`src/rtl/fetch_pkg.sv`:
```
// Shared fetch definitions: default widths, the PC type and the fetch FSM
// state encoding. The lookup table and the instruction ROM use the same
// package, so branch targets and ROM addresses always have the same width.
package fetch_pkg;

    localparam int PC_W  = 10;
    localparam int CNT_W = 16;

    typedef logic [PC_W-1:0] pc_t;

    typedef enum logic [1:0] {
        IDLE = 2'd0,
        RUN  = 2'd1,
        DONE = 2'd2
    } fetch_state_t;

endpackage

```
`src/rtl/sat_counter.sv`:
```
// Saturating up-counter with a synchronous clear and a count enable.
// Reset is synchronous and active-low. Clear takes priority over enable.
// Once the counter reaches all-ones it holds there until it is cleared.
module sat_counter #(
    parameter int W = 16
) (
    input  logic         clk,
    input  logic         rst_ni,
    input  logic         clr_i,
    input  logic         en_i,
    output logic [W-1:0] count_o
);

    logic [W-1:0] count_q;
    logic [W-1:0] count_d;

    // Next count: clear first, otherwise increment unless saturated.
    always_comb begin
        count_d = count_q;
        if (clr_i) begin
            count_d = '0;
        end else if (en_i && (count_q != {W{1'b1}})) begin
            count_d = count_q + 1'b1;
        end
    end

    // Count register with synchronous active-low reset.
    always_ff @(posedge clk) begin
        if (!rst_ni) begin
            count_q <= '0;
        end else begin
            count_q <= count_d;
        end
    end

    assign count_o = count_q;

endmodule

```
`src/rtl/inst_fetch.sv`:
```
// Program counter and fetch sequencer. It runs an IDLE/RUN/DONE handshake,
// takes absolute branch targets from the external lookup table, and counts
// the RUN cycles that were not stalled.
// Priority inside RUN is Stall > Halt > BranchAbs > increment.
// Optional macro FETCH_BRANCH_CNT_EN adds a BranchCount output. That output
// counts the taken branches that were neither stalled nor overridden by Halt.
module inst_fetch #(
    parameter int                  PC_W     = fetch_pkg::PC_W,
    parameter logic [PC_W-1:0]     START_PC = '0,
    parameter int                  CNT_W    = fetch_pkg::CNT_W
) (
    input  logic             Clk,
    input  logic             Reset,
    input  logic             Start,
    input  logic             Stall,
    input  logic             Halt,
    input  logic             BranchAbs,
    input  logic [PC_W-1:0]  Target,
    output logic [PC_W-1:0]  ProgCounter,
    output logic             Running,
    output logic             Done,
    output logic [CNT_W-1:0] InstCount
`ifdef FETCH_BRANCH_CNT_EN
    ,
    output logic [CNT_W-1:0] BranchCount
`endif
);

    import fetch_pkg::*;

    fetch_state_t    state_q;
    fetch_state_t    state_d;
    logic [PC_W-1:0] pc_q;
    logic [PC_W-1:0] pc_d;
    logic            running_q;
    logic            done_q;

    // A Start seen in IDLE begins a fresh run, so it clears the counters.
    logic run_start;
    // Only RUN cycles without a stall retire a fetch.
    logic retire;

    assign run_start = (state_q == IDLE) && Start;
    assign retire    = (state_q == RUN) && !Stall;

    // Next state and next PC. The PC is parked at START_PC outside a run,
    // except in DONE, where it keeps pointing at the halt instruction.
    always_comb begin
        state_d = state_q;
        pc_d    = pc_q;
        unique case (state_q)
            IDLE: begin
                pc_d = START_PC;
                if (Start) begin
                    state_d = RUN;
                end
            end
            RUN: begin
                if (!Stall) begin
                    if (Halt) begin
                        state_d = DONE;
                    end else if (BranchAbs) begin
                        pc_d = Target;
                    end else begin
                        pc_d = pc_q + 1'b1;
                    end
                end
            end
            DONE: begin
                // Wait for Start to fall, so that a held Start cannot
                // restart the run. A restart has to pass through IDLE.
                if (!Start) begin
                    state_d = IDLE;
                    pc_d    = START_PC;
                end
            end
            default: begin
                state_d = IDLE;
                pc_d    = START_PC;
            end
        endcase
    end

    // State, PC and registered status decodes, with synchronous active-low reset.
    always_ff @(posedge Clk) begin
        if (!Reset) begin
            state_q   <= IDLE;
            pc_q      <= START_PC;
            running_q <= 1'b0;
            done_q    <= 1'b0;
        end else begin
            state_q   <= state_d;
            pc_q      <= pc_d;
            running_q <= (state_d == RUN);
            done_q    <= (state_d == DONE);
        end
    end

    sat_counter #(.W(CNT_W)) u_inst_cnt (
        .clk     (Clk),
        .rst_ni  (Reset),
        .clr_i   (run_start),
        .en_i    (retire),
        .count_o (InstCount)
    );

`ifdef FETCH_BRANCH_CNT_EN
    sat_counter #(.W(CNT_W)) u_branch_cnt (
        .clk     (Clk),
        .rst_ni  (Reset),
        .clr_i   (run_start),
        .en_i    (retire && !Halt && BranchAbs),
        .count_o (BranchCount)
    );
`endif

    assign ProgCounter = pc_q;
    assign Running     = running_q;
    assign Done        = done_q;

endmodule

```
`config.mk`:
```
export PLATFORM = sky130hd
export DESIGN_NAME = inst_fetch
export DESIGN_NICKNAME = d
export VERILOG_FILES = /design/src/rtl/fetch_pkg.sv /design/src/rtl/sat_counter.sv /design/src/rtl/inst_fetch.sv
export SDC_FILE = /design/constraint.sdc
export NUM_CORES = 1
export LEC_CHECK = 0
export ABC_AREA = 1
export ABC_CLOCK_PERIOD_IN_PS = 2000
export CORE_MARGIN = 2
export CORE_UTILIZATION = 43
export CTS_CLUSTER_SIZE = 14
export DETAILED_ROUTE_END_ITERATION = 16
export PLACE_DENSITY = 0.71
export SYNTH_ARGS = -nofsm -noshare
export SYNTH_HDL_FRONTEND = slang
export SYNTH_SLANG_ARGS = --single-unit
```
`constraint.sdc`:
```
create_clock -name Clk -period 2 [get_ports Clk]
set_clock_uncertainty 0.1 [all_clocks]
set_input_delay 0.5 -clock Clk [delete_from_list [all_inputs] [get_ports Clk]]
set_output_delay 0.5 -clock Clk [all_outputs]
set_load 0.02 [all_outputs]
```
---- Yosys cells after proc, flatten, opt, wreduce, memory -nomap -nowiden ----
Cells that the tools add are included.
operators by class
  reductions and logical operators ........ 7
  eq/ne operators ......................... 8
  mux-type cells .......................... 10
  bitwise operators ....................... 1
  add/subtract/negate cells ............... 2
operators with widths
  cell                                                  number
  2-to-1 mux 10 bit                                     4
  case mux 10 bit (2 select lines)                      1
  adder 16 x 1 -> 16 bit (second input constant)        1
  != test 16 bit (second input constant)                1
  adder 10 x 1 -> 10 bit (second input constant)        1
  2-to-1 mux 2 bit                                      4
  != test 2 bit (second input constant)                 3
  case mux 2 bit (3 select lines)                       1
  equality test 2 x 1 -> 1 bit (second input constant)  2
  equality test 2 bit (second input constant)           2
  logical AND 1 bit                                     3
  AND reduction 3 bit                                   1
  zero test 2 bit                                       1
  OR reduction 2 bit                                    1
  zero test 1 bit                                       1
  NOT 1 bit                                             1
word-level totals
  output and inout bits ................... 28
  logic and storage cells ................. 33
  bits in registers ....................... 30
  bits of input ports ..................... 16

---- Depth between registers and ports, before layout ----
Gate-level depths: netlist (run 1).
  depth in word-level cells ............... 5
  gate-level depth with buffers ........... 9
  depth with buffers taken out ............ 9

---- By module ----
Synthesis (run 1) repeated with hierarchy kept, for this count alone.
unflattened totals
  cell total of the unflattened synthesis .. 284
  area, all modules ....................... 1755.4 µm²
by module, submodules not included
  module       area an instance (µm²)  cells an instance  times used  seq. area each (µm²)
  sat_counter  910.9                   153                1           320.3
  inst_fetch   844.6                   131                1           280.3

---- Worst setup path before layout (run 1) ----
No wires, ideal clock.
  path type ............................... flip-flop to flip-flop
  start ................................... reg u_inst_cnt.count_q[0] (netlist: u_inst_cnt.count_o[0])
  end ..................................... reg u_inst_cnt.count_q[3] (netlist: u_inst_cnt.count_o[3])
  library setup time ...................... 143 ps
  stages on the path, launching flop included .. 10
  arrival ................................. 1519 ps
  period minus slack after synthesis ...... 1763 ps
  required time ........................... 1757 ps
  buffers on the path ..................... 1
  setup slack ............................. 237 ps
  cells stage by stage .................... dfxtp_1 > ha_1 > nand3_2 > clkinv_1 > nand2_2 > o21ai_4 > inv_2 > buf_6 > nand2_1 > a21oi_2
between the ends
  cells in the longest elaborated chain, start to end .. 2
  elaborated cells on any way between the ends .. 3
  those cells by class .................... 1 x add/sub; 1 x eq/ne; 1 x reduce/logical
ends and longest elaborated chain
  item                                                                            RTL line           source
  start: declaration                                                              sat_counter.sv:14  logic [W-1:0] count_q;
  start signal: assignment                                                        sat_counter.sv:32  count_q <= count_d;
  parallel branches: the longest is 2 deep, another holds adder 16 x 1 -> 16 bit  -
Parallel ways; which one is timed is not known.
A chain may end at the register's enable or synchronous reset.

---- Worst setup path in the final report (run 1) ----
  start ................................... reg pc_q[2] (netlist: ProgCounter[2])
  end ..................................... out ProgCounter[2]
RTL lines
  item                      RTL line          source
  start: declaration        inst_fetch.sv:33  logic [PC_W-1:0] pc_q;
  start signal: assignment  inst_fetch.sv:93  pc_q <= pc_d;
  end: declaration          inst_fetch.sv:19  output logic [PC_W-1:0] ProgCounter,
No word-level cell between the ends.

==> metrics, run 1 <==
Max Slew Vio Count=0; die extent in x=68.6 µm; cells along the critical path=clkdlybuf4s50_1; Synth Cell Area=1790 µm²; Max FO, Critical Path=5; Avg Inst Size Synth=6.48 µm²; CTS root buffer=clkbuf_8; placed cells=375; DRT antenna net count=0; vias per inst=4.83; Synth Net Count=295; fin crit share=0.970; initial antenna violation count=0; fin cells=383; Post-synth top cells=84 x nand2_1, 43 x nor2_1, 30 x dfxtp_1; hold path start=ProgCounter[9]$_SDFFE_PN0P_; Hold Vio Cnt, Final=0; clk buf depth=2; path depth of the worst reg2reg path=8; Core Region=4000 µm²; setup ws final=0.0600 ns; Layout Utilization=0.610; WS Path Type=flip-flop to primary output; postcts setup bufs=0; Max Clock Freq=0.515 GHz; crit start category=flip-flop; Worst EP required=1.40 ns; gr usage total=0.198; sequential share of the synthesized area=0.335; worst hold path type=flip-flop to flip-flop; Critical R2R Launch=u_inst_cnt.count_o[1]$_SDFFE_PP0P_; FF+latch count, synth=30; count leader, synth=nand2_1; setup TNS=0 ns; nets=350; Worst path max stage delay=0.64 ns; area share of the largest cell type after synthesis=0.335; dpl ws=0.0923 ns; die height=68.6 µm; hpwl dp=3300 µm; Port Buf Inserts=43; vias in the first global route=1513; H-tree levels=2; via count=1851; CP top delay family=buffers and inverters; CTS buffer count=5; MaxCap Viol Count=0; Pleak=0.00105 µW; yosys warns=0; TritonCTS clock tree=yes; diodes inserted=0; Worst Tran Pin Value=0.479 ns; CP endpoint kind=primary output; DRT iter0 DRCs=112; largest net degree at the start of global routing=17; setup repair after global routing missed its margin=no; commonest register cell after synthesis=dfxtp_1; DRC viols=0; WL final=4340 µm; Mapped Cells=277; die footprint=4710 µm²; Syn-to-layout area delta=35.9%; RR Endpoint=u_inst_cnt.count_o[11]$_SDFFE_PP0P_; Avg WL per Cell=11.3 µm; CTS sink count=30; Hold Path Sink=ProgCounter[9]$_SDFFE_PN0P_; crit path launch=ProgCounter[2]$_SDFFE_PN0P_; Clock transition at path regs=0.06 ns; first-pass GRT wire length=6970 µm; Post-CTS Hold Buffers=0; Clock Latency Late Sink=0.28 ns; Power Dens Cells=526 nW/µm²; Final GP Congestion=0.819; status=finished, final reports clean; Hold Crit Depth=2; num rows=23; minimum clock period=1.94 ns; synth unique cells=24; post-synthesis async set-or-reset flop share=0; CP Data Arrival Time=1.34 ns; I/O pin cnt=44; Max VDD drop=0.389 mV; Setup Viol. Count Final=0; synth top area cells=dfxtp_1 33%, nand2_1 18%, nor2_1 9.0%, inv_1 5.2%, a21oi_1 5.0%; Starting Density=0.449; Rel. slew slack=0.680; share of layout cells above drive strength 1=0.123; first-pass iteration count of the detailed router=5; Worst path slowest cell=clkdlybuf4s50_1; Critical path buffers and inverters=1; Synth area leader=dfxtp_1; overflow left after global routing=0; r2r setup slk=0.20 ns; number of synthesized flops with an enable pin=0
[flip-flops by register name, summed over array words and instances, names as in the netlist]
register / cells
state_q: 2
ProgCounter: 10
u_inst_cnt.count_o: 16
Done: 1
Running: 1
[cell type report]
class                      count  area (µm²)
clock buffer                   7        86.3
inverter                      28         105
tap                           50        62.6
timing repair buffer          53         524
sequential                    30         601
fill                         382        1560
clock inverter                 1        5.00
multi-input combinational    214        1050
[metrics by stage]
step           hold slack, ns  total power, µW  cell area [µm²]
6_report                0.408             1280             2440
5_1_grt                 0.440             1340             2440
4_1_cts                 0.408             1300             2420
3_5_place_dp            0.398              796             2330
3_3_place_gp            0.383              795             2330
2_1_floorplan           0.435              719             1790
[cell usage in the layout, fill, tap and decap left out, drive strengths merged]
cell type       n
clkbuf          7
inv            27
dlymetal6s2s    8
nand3b          2
nand2          89
and3            1
nor2           46
clkdlybuf4s50  34
o21ai          13
xnor2           3
xor2            7
nand4           8
buf            10
dlygate4sd2     1
ha              2
clkinv          2
dfxtp          30
nand3          15
a21oi          28
[per-layer routing]
metal / up-vias / part of all wire / track usage
li1: 993 / - / -
met4: 0 / 0.0030 / 0.0675
met3: 2 / 0.043 / 0.0487
met5: - / 0 / 0
met2: 36 / 0.43 / 0.281
met1: 820 / 0.52 / 0.288
[where the power goes]
group / internal [µW] / switching [µW] / total (µW)
Combinational: 72.8 / 91.2 / 164
Clock: 277 / 223 / 501
Sequential: 609 / 9.76 / 619
Total: 959 / 324 / 1280
[cells by family after synthesis]
logic type,synth area share
compound gates,0.144
xor+xnor,0.0488
fa+ha+maj,0.0139
buf+inv,0.0774
flops,0.335
simple gates,0.381
[worst max path at each step]
| stage | to | slack, ns | depth (start not counted) |
|---|---|---|---|
| floorplan | u_inst_cnt.count_o[3]$_SDFFE_PP0P_ | 0.24 | 9 |
| global placement | u_inst_cnt.count_o[9]$_SDFFE_PP0P_ | 0.10 | 6 |
| detailed placement | u_inst_cnt.count_o[4]$_SDFFE_PP0P_ | 0.09 | 6 |
| CTS | InstCount[4] | 0.03 | 1 |
| global route | ProgCounter[2] | 0.007 | 1 |
| finish | ProgCounter[2] | 0.06 | 1 |
[repair_timing]
action / in CTS / in global routing
setup endpoints to repair: 1 / 8
endpoints found under the hold margin: 0 / 0
gates resized for setup: 1 / 8
(Power assumes the default switching activity.)
==> run 2: changes to the inputs <==
--- a/config.mk
+++ b/config.mk
@@ -7,11 +7,13 @@
 export LEC_CHECK = 0
 export ABC_AREA = 1
 export ABC_CLOCK_PERIOD_IN_PS = 2000
+export CELL_PAD_IN_SITES_DETAIL_PLACEMENT = 1
+export CELL_PAD_IN_SITES_GLOBAL_PLACEMENT = 2
 export CORE_MARGIN = 2
-export CORE_UTILIZATION = 43
+export CORE_UTILIZATION = 26
 export CTS_CLUSTER_SIZE = 14
 export DETAILED_ROUTE_END_ITERATION = 16
-export PLACE_DENSITY = 0.71
+export PLACE_DENSITY_LB_ADDON = 0.1
 export SYNTH_ARGS = -nofsm -noshare
 export SYNTH_HDL_FRONTEND = slang
 export SYNTH_SLANG_ARGS = --single-unit
==> run 2 against run 1 <==
Net effect: count of clock-buffer cells in the layout unchanged; sequential cell count unchanged; clock power increased by 1%; worst setup slack worse by 0.016 ns; via count up 2.4%; highest routed layer unchanged; critical path type unchanged; critical endpoint is now InstCount[15].
==> metrics, run 2 (same netlist as run 1, synthesis figures left out) <==
Avg WL per Cell=13.2 µm; Clock transition at path regs=0.07 ns; worst hold path type=flip-flop to flip-flop; commonest cells after routing, fill and taps aside=84 x nand2_1, 43 x nor2_1, 37 x clkdlybuf4s50_1; nets=354; first-pass GRT wire length=9410 µm; fin cells=417; CP top delay family=buffers and inverters; Worst Tran Pin Value=0.495 ns; via count=1896; setup TNS=0 ns; Largest register FFs=16; Final Cell Area=2500 µm²; vias in the first global route=1947; die footprint=7580 µm²; Pleak=0.00102 µW; Setup Viol. Count Final=0; share of layout cells above drive strength 1=0.134; die height=87.1 µm; MaxCap Viol Count=0; diodes inserted=0; largest net degree at the start of global routing=17; I/O pin cnt=44; WS Path Type=flip-flop to primary output; crit start category=flip-flop; Worst EP required=1.40 ns; DRT antenna net count=0; Syn-to-layout area delta=39.3%; most common cell after layout, fill and taps aside=nand2_1; clk buf depth=2; Port Buf Inserts=43; Max Clock Freq=0.511 GHz; postcts setup bufs=0; overflow left after global routing=0; Core Region=6720 µm²; Hold Vio Cnt, Final=0; H-tree levels=2; CTS root buffer=clkbuf_8; CP endpoint kind=primary output; minimum clock period=1.96 ns; die extent in x=87.1 µm; setup repair after global routing missed its margin=no; Worst path slowest cell=clkdlybuf4s50_1; DRT iter0 DRCs=31; vias per inst=4.55; cells along the critical path=clkdlybuf4s50_1; initial antenna violation count=0; DRC viols=0; Starting Density=0.267; multi-input logic area=1050 µm²; TritonCTS clock tree=yes; status=finished, final reports clean; Layout Utilization=0.372; Power Dens Cells=520 nW/µm²; first-pass iteration count of the detailed router=4; WL final=5510 µm; Final GP Congestion=0.778; Max FO, Critical Path=5; Critical path buffers and inverters=1; Max Slew Vio Count=0; CTS sink count=30; Rel. slew slack=0.670; hold_ws=0.406 ns; hpwl dp=4310 µm; placed cells=409; Clock Latency Late Sink=0.27 ns; num rows=30; placed cell area=2400 µm²; fin crit share=0.978; Fill cells=864; Storage cell area=601 µm²; Worst path max stage delay=0.65 ns; gr usage total=0.157; Max VDD drop=0.346 mV; CTS buffer count=5; CP Data Arrival Time=1.36 ns
-- run 2: changes by cell type in the layout (fill, tap and decap cells not counted), sizes merged --
cell and delta:
dlymetal6s2s -3, clkdlybuf4s50 +3, buf +4
-- run 2: final cells by class --
type,instances,share of cell area
sequential,30,0.240
clock inverter,1,0.00200
timing repair buffer,57,0.219
tap,80,0.0401
inverter,28,0.0421
multi-input combinational,214,0.422
clock buffer,7,0.0346
-- run 2: metrics by stage --
step                      setup WS (ns)  total power (µW)
final                            0.0441              1300
after global routing            0.00897              1380
after CTS                       0.00271              1340
after detailed placement         0.0516               808
after global placement           0.0685               807
after floorplan                   0.237               719
-- run 2: where the power goes --
part	leakage (µW)	internal, µW	switching [µW]	total, µW
clock network	0.0000482	278	231	508
logic	0.000727	76.5	95.3	172
registers	0.000243	609	9.95	619
-- run 2: per-layer routing --
metal	global-route usage	share of wire	vias to the layer above
li1	-	-	995
met1	0.231	0.54	865
met2	0.239	0.42	34
met3	0.0313	0.032	2
met4	0.0256	0.0045	0
met5	0	0	-
-- run 2: final timing paths --
path | start | slack, ns | end | cells after the start
worst max-delay path | u_inst_cnt.count_o[15]$_SDFFE_PP0P_ | 0.04 | InstCount[15] | 1
worst min-delay path | ProgCounter[3]$_SDFFE_PN0P_ | 0.41 | ProgCounter[3]$_SDFFE_PN0P_ | 2
worst max register to register | u_inst_cnt.count_o[1]$_SDFFE_PP0P_ | 0.23 | u_inst_cnt.count_o[4]$_SDFFE_PP0P_ | 8
worst min register to register | ProgCounter[3]$_SDFFE_PN0P_ | 0.41 | ProgCounter[3]$_SDFFE_PN0P_ | 2
-- run 2: what timing repair did --
item                       CTS  global route
gates cloned                 0             0
setup endpoints to repair    1             5
hold endpoints to repair     0             0
resized for setup            1             5
hold buffers                 0             0
==> run 3: changes to the inputs <==
--- a/config.mk
+++ b/config.mk
@@ -9,7 +9,6 @@
 export ABC_CLOCK_PERIOD_IN_PS = 2000
 export CELL_PAD_IN_SITES_DETAIL_PLACEMENT = 1
 export CELL_PAD_IN_SITES_GLOBAL_PLACEMENT = 2
-export CORE_MARGIN = 2
 export CORE_UTILIZATION = 26
 export CTS_CLUSTER_SIZE = 14
 export DETAILED_ROUTE_END_ITERATION = 16
==> constraint.sdc (replaced) <==
create_clock -name Clk -period 2 [get_ports Clk]
set_clock_uncertainty 0.1 [all_clocks]
set_input_delay 0.6 -clock Clk [delete_from_list [all_inputs] [get_ports Clk]]
set_output_delay 0.6 -clock Clk [all_outputs]
set_load 0.02 [all_outputs]
==> run 3 against run 2 <==
Net effect: cell area grew 2.7%; clock power shrank 7.1%; sequential power is essentially flat; critical endpoint is now ProgCounter[6].
==> metrics, run 3 (same netlist as run 1, synthesis figures left out) <==
Critical R2R Launch=u_inst_cnt.count_o[1]$_SDFFE_PP0P_; Worst path max stage delay=0.61 ns; status=finished, final reports clean; Clock transition at path regs=0.06 ns; first-pass iteration count of the detailed router=6; Final Cell Area=2570 µm²; Hold Vio Cnt, Final=0; Critical Path Stages=1; share of layout cells above drive strength 1=0.156; clk buf depth=2; Power Dens Cells=494 nW/µm²; Clock Latency Late Sink=0.28 ns; CTS sink count=30; RR Endpoint=u_inst_cnt.count_o[5]$_SDFFE_PP0P_; Rel. slew slack=0.735; dpl ws=-0.0717 ns; vias in the first global route=1901; setup repair after global routing missed its margin=no; die extent in x=85.1 µm; nets=365; CTS root buffer=clkbuf_8; CP endpoint kind=primary output; r2r setup slk=0.30 ns; Worst EP required=1.30 ns; crit start category=flip-flop; Critical path buffers and inverters=1; commonest cells after routing, fill and taps aside=84 x nand2_1, 43 x nor2_1, 30 x dfxtp_1, 30 x clkdlybuf4s50_1, 25 x inv_1; Largest register FFs=16; die height=85.1 µm; hpwl dp=4100 µm; Syn-to-layout area delta=43.0%; Max Slew Vio Count=0; first-pass GRT wire length=8880 µm; vias per inst=4.51; DRT iter0 DRCs=65; path depth of the worst reg2reg path=8; TritonCTS clock tree=yes; via count=1912; WS Path Type=flip-flop to primary output; initial antenna violation count=0; num rows=29; CP endpoint=ProgCounter[6]; setup ws final=0.0670 ns; I/O pin cnt=44; WL final=5240 µm; fin crit share=0.966; setup TNS=0 ns; Core Region=6490 µm²; Worst Tran Pin Value=0.396 ns; Max FO, Critical Path=2; CTS buffer count=5; crit path launch=ProgCounter[6]$_SDFFE_PN0P_; DRC viols=0; Final GP Congestion=0.744; H-tree levels=2; CP top delay family=buffers and inverters; postcts setup bufs=0; Max VDD drop=0.287 mV; die footprint=7240 µm²; Worst path slowest cell=clkdlybuf4s50_1; overflow left after global routing=0; Post-CTS Hold Buffers=0; post-layout power=1270 µW; most common cell after layout, fill and taps aside=nand2_1; CP Data Arrival Time=1.23 ns; MaxCap Viol Count=0; Pleak=0.00110 µW; gr usage total=0.157; Port Buf Inserts=43; largest net degree at the start of global routing=17; diodes inserted=0; worst hold path type=flip-flop to flip-flop; placed cell area=2490 µm²; Setup Viol. Count Final=0; Avg WL per Cell=12.4 µm; Starting Density=0.276; DRT antenna net count=0; cells along the critical path=clkdlybuf4s50_1; Max Clock Freq=0.517 GHz; minimum clock period=1.93 ns
## run 3: timing repair
| action | 4_1_cts | 5_1_grt |
|---|---|---|
| endpoints found under the setup margin | 8 | 5 |
| cloned | 0 | 0 |
| resized for setup | 8 | 5 |
| endpoints found under the hold margin | 0 | 0 |
## run 3: worst min path at each step
stage                                           start                     endpoint  slack [ns]  cells after the start
final                     ProgCounter[9]$_SDFFE_PN0P_  ProgCounter[9]$_SDFFE_PN0P_        0.40                      2
after global routing      ProgCounter[3]$_SDFFE_PN0P_  ProgCounter[3]$_SDFFE_PN0P_        0.43                      2
after CTS                 ProgCounter[9]$_SDFFE_PN0P_  ProgCounter[9]$_SDFFE_PN0P_        0.41                      2
after detailed placement  ProgCounter[9]$_SDFFE_PN0P_  ProgCounter[9]$_SDFFE_PN0P_        0.40                      2
after global placement    ProgCounter[9]$_SDFFE_PN0P_  ProgCounter[9]$_SDFFE_PN0P_        0.38                      2
after floorplan                 state_q[1]$_SDFF_PN0_              Done$_SDFF_PN0_        0.43                      2
## run 3: metrics by stage
stage / cells / hold WS (ns) / utilization
2_1_floorplan: 277 / 0.435 / -
3_3_place_gp: 417 / 0.380 / 0.383
3_5_place_dp: 417 / 0.397 / 0.383
4_1_cts: 424 / 0.406 / 0.393
5_1_grt: 424 / 0.427 / 0.395
6_report: 424 / 0.398 / 0.395
## run 3: cell type report
type / count / area [µm²]
fillers: 825 / 3930
multi-input cells: 214 / 1050
repair buffers: 68 / 633
flip-flops and latches: 30 / 601
inverters: 28 / 105
well taps: 77 / 96.3
clock buffers: 7 / 76.3
## run 3: worst register-to-register path: stages (launching register included)
cell and delay [ns]:
dfxtp_1 0.39, ha_1 0.26, nand3_2 0.11, clkinv_1 0.11, nand2_2 0.08, o21ai_4 0.18, buf_4 0.19, nand2_1 0.09
a21oi_2 0.13
## run 3: power breakdown
part | internal [µW] | total (µW) | switching [µW] | leakage (µW)
clock | 239 | 472 | 232 | 0.0000383
sequential | 609 | 618 | 9.38 | 0.000243
combinational | 80.2 | 177 | 96.6 | 0.000819
total | 929 | 1270 | 338 | 0.00110
## run 3: per-layer routing
metal / wire (µm) / share of wire / vias up / global-route usage
met5: 0 / 0 / - / 0
met4: 48 / 0.0092 / 0 / 0.0416
met3: 175 / 0.033 / 5 / 0.0457
met2: 2240 / 0.43 / 27 / 0.240
met1: 2770 / 0.53 / 860 / 0.217
li1: - / - / 1020 / -
